--- config.mk ---
export PLATFORM = sky130hd
export DESIGN_NAME = debug_msg_sched
export DESIGN_NICKNAME = d
export VERILOG_FILES = /design/src/rtl/debug_msg_sched.sv
export SDC_FILE = /design/constraint.sdc
export NUM_CORES = 1
export LEC_CHECK = 0
export ABC_AREA = 1
export CAP_MARGIN = 25
export CORE_AREA = 2 2 209 211
export DETAILED_ROUTE_END_ITERATION = 16
export DIE_AREA = 0 0 211 213
export HOLD_SLACK_MARGIN = 0.15
export SYNTH_ARGS = -nofsm -noshare
export SYNTH_HDL_FRONTEND = slang
export SYNTH_SLANG_ARGS = --single-unit
--- constraint.sdc ---
create_clock -name clk -period 2.05 [get_ports clk]
set_clock_uncertainty 0.1 [all_clocks]
set_input_delay 0.41 -clock clk [delete_from_list [all_inputs] [get_ports clk]]
set_output_delay 0.41 -clock clk [all_outputs]
set_load 0.03 [all_outputs]
--- src/rtl/debug_msg_sched.sv ---
// rtl/debug_msg_sched.sv - round-robin scheduler serialising four debug message slots onto a UART byte stream
//
// Ports:
//   clk       rising-edge clock
//   rst       asynchronous active-low reset
//   req[3:0]  per-requester send request
//   msg       four MSG_BYTES-byte slots; slot i at [(i+1)*MSG_BYTES*8-1 : i*MSG_BYTES*8], MSB byte sent first
//   gnt[3:0]  one-hot grant, held from the grant edge through DONE
//   done[3:0] one-cycle pulse on the granted bit at end of transfer
//   busy      high whenever a transfer is in progress
//   tx_data   byte to the UART transmitter
//   tx_valid  tx_data is valid
//   tx_ready  transmitter accepts tx_data this cycle
//
// Configuration macro DBG_SCHED_CRLF_EN:
//   defined   -> every message is followed by 0x0D, 0x0A
//   undefined -> no terminator; SEND exits straight to DONE
module debug_msg_sched #(
    parameter int MSG_BYTES = 16
) (
    input  logic                     clk,
    input  logic                     rst,
    input  logic [3:0]               req,
    input  logic [4*MSG_BYTES*8-1:0] msg,
    output logic [3:0]               gnt,
    output logic [3:0]               done,
    output logic                     busy,
    output logic [7:0]               tx_data,
    output logic                     tx_valid,
    input  logic                     tx_ready
);

    localparam int NREQ   = 4;
    localparam int SLOT_W = MSG_BYTES * 8;
    localparam int IDX_W  = (MSG_BYTES > 1) ? $clog2(MSG_BYTES) : 1;
    localparam logic [IDX_W-1:0] LAST_IDX = IDX_W'(MSG_BYTES - 1);

    typedef enum logic [2:0] {
        S_IDLE,
        S_SEND,
`ifdef DBG_SCHED_CRLF_EN
        S_CR,
        S_LF,
`endif
        S_DONE
    } state_t;

    // Where SEND goes once the message is exhausted.
`ifdef DBG_SCHED_CRLF_EN
    localparam state_t S_TERM = S_CR;
`else
    localparam state_t S_TERM = S_DONE;
`endif

    state_t              state_q, state_d;
    logic [SLOT_W-1:0]   buf_q, buf_d;
    logic [IDX_W-1:0]    idx_q, idx_d;
    logic [1:0]          gidx_q, gidx_d;
    logic [1:0]          last_q, last_d;

    logic [1:0]          pick;
    logic                pick_vld;
    logic [SLOT_W-1:0]   slot_sel;
    logic [SLOT_W-1:0]   buf_shift;
    logic [7:0]          cur_byte;
    logic [3:0]          gnt_oh;

    // Round-robin pick: scan from last+4 (lowest priority) down to last+1 so the
    // requester nearest after the last grant overwrites the others.
    always_comb begin
        pick     = '0;
        pick_vld = 1'b0;
        for (int k = NREQ; k >= 1; k--) begin
            if (req[last_q + 2'(k)]) begin
                pick     = last_q + 2'(k);
                pick_vld = 1'b1;
            end
        end
    end

    always_comb begin
        slot_sel = '0;
        for (int i = 0; i < NREQ; i++) begin
            if (pick == 2'(i)) begin
                slot_sel = msg[i*SLOT_W +: SLOT_W];
            end
        end
    end

    // Byte 0 is the slot MSB, so shifting left by 8*index brings the current byte to the top.
    assign buf_shift = buf_q << {idx_q, 3'b000};
    assign cur_byte  = buf_shift[SLOT_W-1 -: 8];

    assign gnt_oh = 4'b0001 << gidx_q;
    assign busy   = (state_q != S_IDLE);
    assign gnt    = busy ? gnt_oh : 4'b0000;

    always_comb begin
        state_d  = state_q;
        buf_d    = buf_q;
        idx_d    = idx_q;
        gidx_d   = gidx_q;
        last_d   = last_q;
        tx_valid = 1'b0;
        tx_data  = 8'h00;
        done     = 4'b0000;
        case (state_q)
            S_IDLE: begin
                if (pick_vld) begin
                    state_d = S_SEND;
                    buf_d   = slot_sel;
                    idx_d   = '0;
                    gidx_d  = pick;
                end
            end
            S_SEND: begin
                tx_data = cur_byte;
                if (cur_byte == 8'h00) begin
                    // A zero byte ends the message and is never offered to the transmitter.
                    state_d = S_TERM;
                end else begin
                    tx_valid = 1'b1;
                    if (tx_ready) begin
                        if (idx_q == LAST_IDX) begin
                            state_d = S_TERM;
                        end else begin
                            idx_d = idx_q + IDX_W'(1);
                        end
                    end
                end
            end
`ifdef DBG_SCHED_CRLF_EN
            S_CR: begin
                tx_data  = 8'h0D;
                tx_valid = 1'b1;
                if (tx_ready) begin
                    state_d = S_LF;
                end
            end
            S_LF: begin
                tx_data  = 8'h0A;
                tx_valid = 1'b1;
                if (tx_ready) begin
                    state_d = S_DONE;
                end
            end
`endif
            S_DONE: begin
                done    = gnt_oh;
                last_d  = gidx_q;
                state_d = S_IDLE;
            end
            default: begin
                state_d = S_IDLE;
            end
        endcase
    end

    // Pointer resets to 3 so requester 0 is first in line after reset.
    always_ff @(posedge clk or negedge rst) begin
        if (!rst) begin
            state_q <= S_IDLE;
            buf_q   <= '0;
            idx_q   <= '0;
            gidx_q  <= '0;
            last_q  <= 2'd3;
        end else begin
            state_q <= state_d;
            buf_q   <= buf_d;
            idx_q   <= idx_d;
            gidx_q  <= gidx_d;
            last_q  <= last_d;
        end
    end

endmodule

Yosys cells after proc, flatten, opt, wreduce, memory -nomap -nowiden
Cells that the tools add are included.
- $add $sub $neg: 4
- order comparisons: 4
- equal/unequal tests: 12
- shift operators: 2
- multiplexer cells: 35
- reductions and logical operators: 8
- operators by type and width (kind ; count):
    2-to-1 mux 128 bit ; 4
    left shift 128 x 7 -> 128 bit ; 1
    2-to-1 mux 4 bit ; 6
    < comparator 2 x 3 -> 1 bit, second input constant ; 4
    2-to-1 mux 3 bit ; 4
    2-to-1 mux 1 bit ; 10
    binary-select mux 1 bit (select 2 bit) ; 4
    logical NOT 8 bit ; 1
    2-to-1 mux 2 bit ; 4
    2-to-1 mux 8 bit ; 1
    inequality test 2 bit, second input constant ; 4
    one-hot mux 4 bit (2 select lines) ; 1
    inequality test 3 bit, second input constant ; 2
    one-hot mux 3 bit (2 select lines) ; 1
    AND reduction 5 bit ; 1
    adder 2 bit, second input constant ; 2
    adder 4 x 1 -> 4 bit, second input constant ; 1
    equality test 2 bit, second input constant ; 2
    equality test 4 bit, second input constant ; 1
    left shift 1 x 2 -> 4 bit, first input constant ; 1
    equality test 3 x 1 -> 1 bit, second input constant ; 1
    equality test 3 x 2 -> 1 bit, second input constant ; 1
    logical NOT 3 bit ; 1
    AND reduction 3 bit ; 1
    other kinds (6) ; 6
- flip-flop bits (word level): 139
- input port bits: 519
- output and inout bits: 18
- logic and storage cells: 70

Logic depth before layout (Yosys ltp)
- depth after elaboration: 11
- mapped depth: 19
- gate-level depth less buffers: 16

Worst setup path before layout
No wires, ideal clock.
- kind: flip-flop to output port
- from: reg idx_q[0]
- to: out tx_valid
- data arrival time: 1.685 ns
- data required time: 1.540 ns
- setup slack: -0.145 ns
- cell stages (with the launch flop): 16
- buffers on the path: 2
- path through: dfrtp_1 -> buf_2 -> inv_2 -> clkbuf_1 -> nand2_1 -> nand2_1 -> nand2_1 -> nand3_1 -> nand2_1 -> nand2_1 -> inv_2 -> nand2_1 -> nor2_1 -> nand2_1 -> nand2_1 -> inv_1
- cells in the longest elaborated chain, start to end: 4
- ends and longest elaborated chain (item ; RTL line ; source):
    from (decl) ; 57 ; logic [IDX_W-1:0] idx_q, idx_d;
    from (signal assigned) ; 170 ; idx_q <= idx_d;
    left shift 128 x 7 -> 128 bit ; 91 ; assign buf_shift = buf_q << {idx_q, 3'b000};
    logical NOT 8 bit ; 118 ; if (cur_byte == 8'h00) begin
    2-to-1 mux 1 bit ; 118 ;
    2-to-1 mux 1 bit ; 107 ; case (state_q)
    to (decl) ; 29 ; output logic tx_valid,
No other way between the ends.

Worst setup path in the final report
Same ends and word-level chain as after synthesis.

==> flow_summary.json <==
{
  "arrival_ns": 2.46,
  "io_pins": 537,
  "criticalPathCategory": "reg -> out",
  "insertion_delay_ns": 0.43,
  "synthFlopType": "dfrtp_1",
  "p_leak_nw": 11.7,
  "h-tree-depth": 4,
  "routed_wl_um": 64500,
  "ir_worst_vdd_mv": 1.23,
  "grt_pass1_wl_um": 88600,
  "synth_edf_count": 0,
  "cts_root_buf": "clkbuf_16",
  "drive_gt1_frac": 0.301,
  "period_share": 1.45,
  "nets": 3177,
  "multi_input_area_um2": 8300,
  "overflow": 0,
  "rows": 76,
  "ys_warn_count": 0,
  "antenna_left": 0,
  "worstSetupEndpointType": "output pin",
  "path_max_fanout": 8,
  "critPathLaunchType": "flop",
  "portBuffers": 536,
  "dpl.hpwl_um": 40000,
  "dr.pass1.iters": 5,
  "synth_top_area_frac": 0.356,
  "worst_pin_slew_ns": 0.759,
  "yosysTopAreaCell": "nand2_1",
  "syn_inst": 1949,
  "dpl_worst_slack_ns": -0.720,
  "slew_viol_final": 0,
  "tritoncts": "done",
  "viasPerCell": 4.86,
  "clkTransAtPathRegs_ns": 0.06,
  "clockBufferDepth": 2,
  "cts.sinks": 138,
  "rsz0062_at_grt": "yes",
  "hold_path_class": "in -> async",
  "grt_use_total": 0.261,
  "numCtsBuffers": 17,
  "hold_violations": 0,
  "route.detailed.drc": 0,
  "area_delta_synth_final_pct": 115,
  "routedWlPerCell_um": 20.1,
  "placed_area_um2": 18000,
  "fp.dieW_um": 211,
  "maxCapViolCount": 0,
  "finalSetupViolations": 145,
  "yosysSeqAreaShare": 0.316,
  "synth.avg_cell_area_um2": 5.62,
  "antenna_cells": 0,
  "p_per_area_nw_per_um2": 2160,
  "core_area_um2": 42700,
  "outcome": "complete, but fails checks",
  "synth_area_leaders": "nand2_1, dfrtp_1, inv_1, nand3_1, o21ai_0",
  "fillers": 3915,
  "required_ns": 1.54,
  "synth-seq-cells": 138,
  "start_util": 0.256,
  "die_h_um": 213,
  "vias": 15600,
  "relSlewSlack": 0.493,
  "grt_max_degree": 45,
  "dieArea_um2": 44900,
  "period_needed_ns": 2.97,
  "first_iter_violations": 1003,
  "synth_nets": 2469,
  "synth.distinct_cells": 31,
  "fmax_ghz": 0.337,
  "seqCellArea_um2": 3460,
  "hold-worst-slack_ns": 0.369,
  "stdcell_area_um2": 23600,
  "synthArstFlopShare": 1.00,
  "grt_pass1_vias": 15500,
  "netlist_area_um2": 10900,
  "place.gp.congestion": 0.918,
  "violations": "negative setup slack",
  "timing.final.ws_setup_ns": -0.919,
  "antenna_found_initial": 0
}
## metal layers
metal  global-route usage  share of wire
met4               0.0673          0.025
met3               0.0396          0.061
met5                    0              0
met2                0.455           0.49
met1                0.336           0.43
## where the power goes
group / internal [W] / switching (W) / total, W / leakage [nW]
clock network: 0.00227 / 0.00131 / 0.00357 / 0.317
registers: 0.00412 / 0.00107 / 0.00519 / 1.69
logic: 0.0198 / 0.0224 / 0.0422 / 9.70
total: 0.0262 / 0.0247 / 0.0510 / 11.7
## synthesized netlist by cell type (2+ instances only)
cell and count:
nand2_1 1038, a21oi_1 9, inv_1 179, nand2_2 3, nor2_1 110, nor2_2 3
clkbuf_1 50, o21ai_1 64, buf_4 14, nand4_1 66, nor3_1 4, nand3_1 102
buf_2 50, buf_1 7, xor2_1 2, o21ai_0 90, dfstp_2 2, dfrtp_1 136
inv_2 8
## layout make-up
cell class,instances,share of cell area
sequential,138,0.147
timing repair buffer,811,0.413
inverter,189,0.0315
clock inverter,10,0.00796
clock buffer,22,0.0201
tap,546,0.0290
multi-input combinational,1500,0.352
## layout by cell type (no fill, tap or decap), drive strengths merged
cell type      instances
xnor2                  1
nor3b                  1
bufbuf                 1
nor4                   1
o211ai                 1
clkinvlp               2
dlygate4sd3            1
nor2                 113
a21oi                 10
dfstp                  2
clkdlybuf4s50        517
dlymetal6s2s           1
clkbuf                41
clkinv                 2
or2                    2
nand3                103
bufinv                 5
nor3                   4
dfrtp                136
nand2               1041
buf                  272
inv                  190
xor2                   2
nand4                 66
ha                     1
o21ai                154
## per-stage QoR
step	total power (W)	setup TNS (ns)	util	cells
floorplan	0.0196	-2.63	-	1949
global placement	0.0289	-81.47	0.421	3042
detailed placement	0.0292	-85.14	0.421	3042
CTS	0.0438	-69.04	0.504	3178
global route	0.0539	-85.94	0.552	3216
finish	0.0510	-73.10	0.552	3216
## repair_timing
action                                  4_1_cts  5_1_grt
hold buffers                                  1        0
pin swaps                                   142      250
hold endpoints to repair                     91        0
buffers inserted                             64       37
cloned                                       40       23
gates resized for setup                     434      458
endpoints found under the setup margin      151      152
## final timing paths
kind / start / cells past startpoint / end / slack, ns
worst max register to register: last_q[0] / 19 / buf_q[27] / -0.61
min in group clk: buf_q[96] / 2 / buf_q[96] / 0.37
worst min-delay path: rst / 2 / buf_q[45] / 0.37
worst max-delay path: idx_q[0] / 15 / tx_valid / -0.92
worst min register to register: buf_q[96] / 2 / buf_q[96] / 0.37
max in group asynchronous: rst / 3 / buf_q[42] / 0.88
## logic make-up after synthesis
| family | share of synthesized area |
|---|---|
| AND/OR/NAND/NOR | 0.487 |
| buffers and inverters | 0.118 |
| AO/OA/AOI/OAI | 0.0760 |
| flip-flops | 0.316 |
| XOR/XNOR | 0.00240 |
| adder cells (fa/ha/maj) | 0.00114 |
## flip-flops by register name, indices dropped and copies added (netlist names)
signal	cells
gidx_q	2
last_q	2
state_q	2
idx_q	4
buf_q	128
## critical path: stages (launching register included)
cell     delay, ns
dfrtp_4       0.57
buf_12        0.16
buf_16        0.14
nand2_1       0.08
nand2_1       0.11
nor2_1        0.13
nor2_2        0.08
nand2_2       0.08
nand2_1       0.06
inv_2         0.06
nand2_1       0.06
nor2_2        0.15
nand2_2       0.09
nand2_2       0.06
inv_2         0.05
buf_12        0.13
No activity file was read; power rests on OpenSTA's default activity.
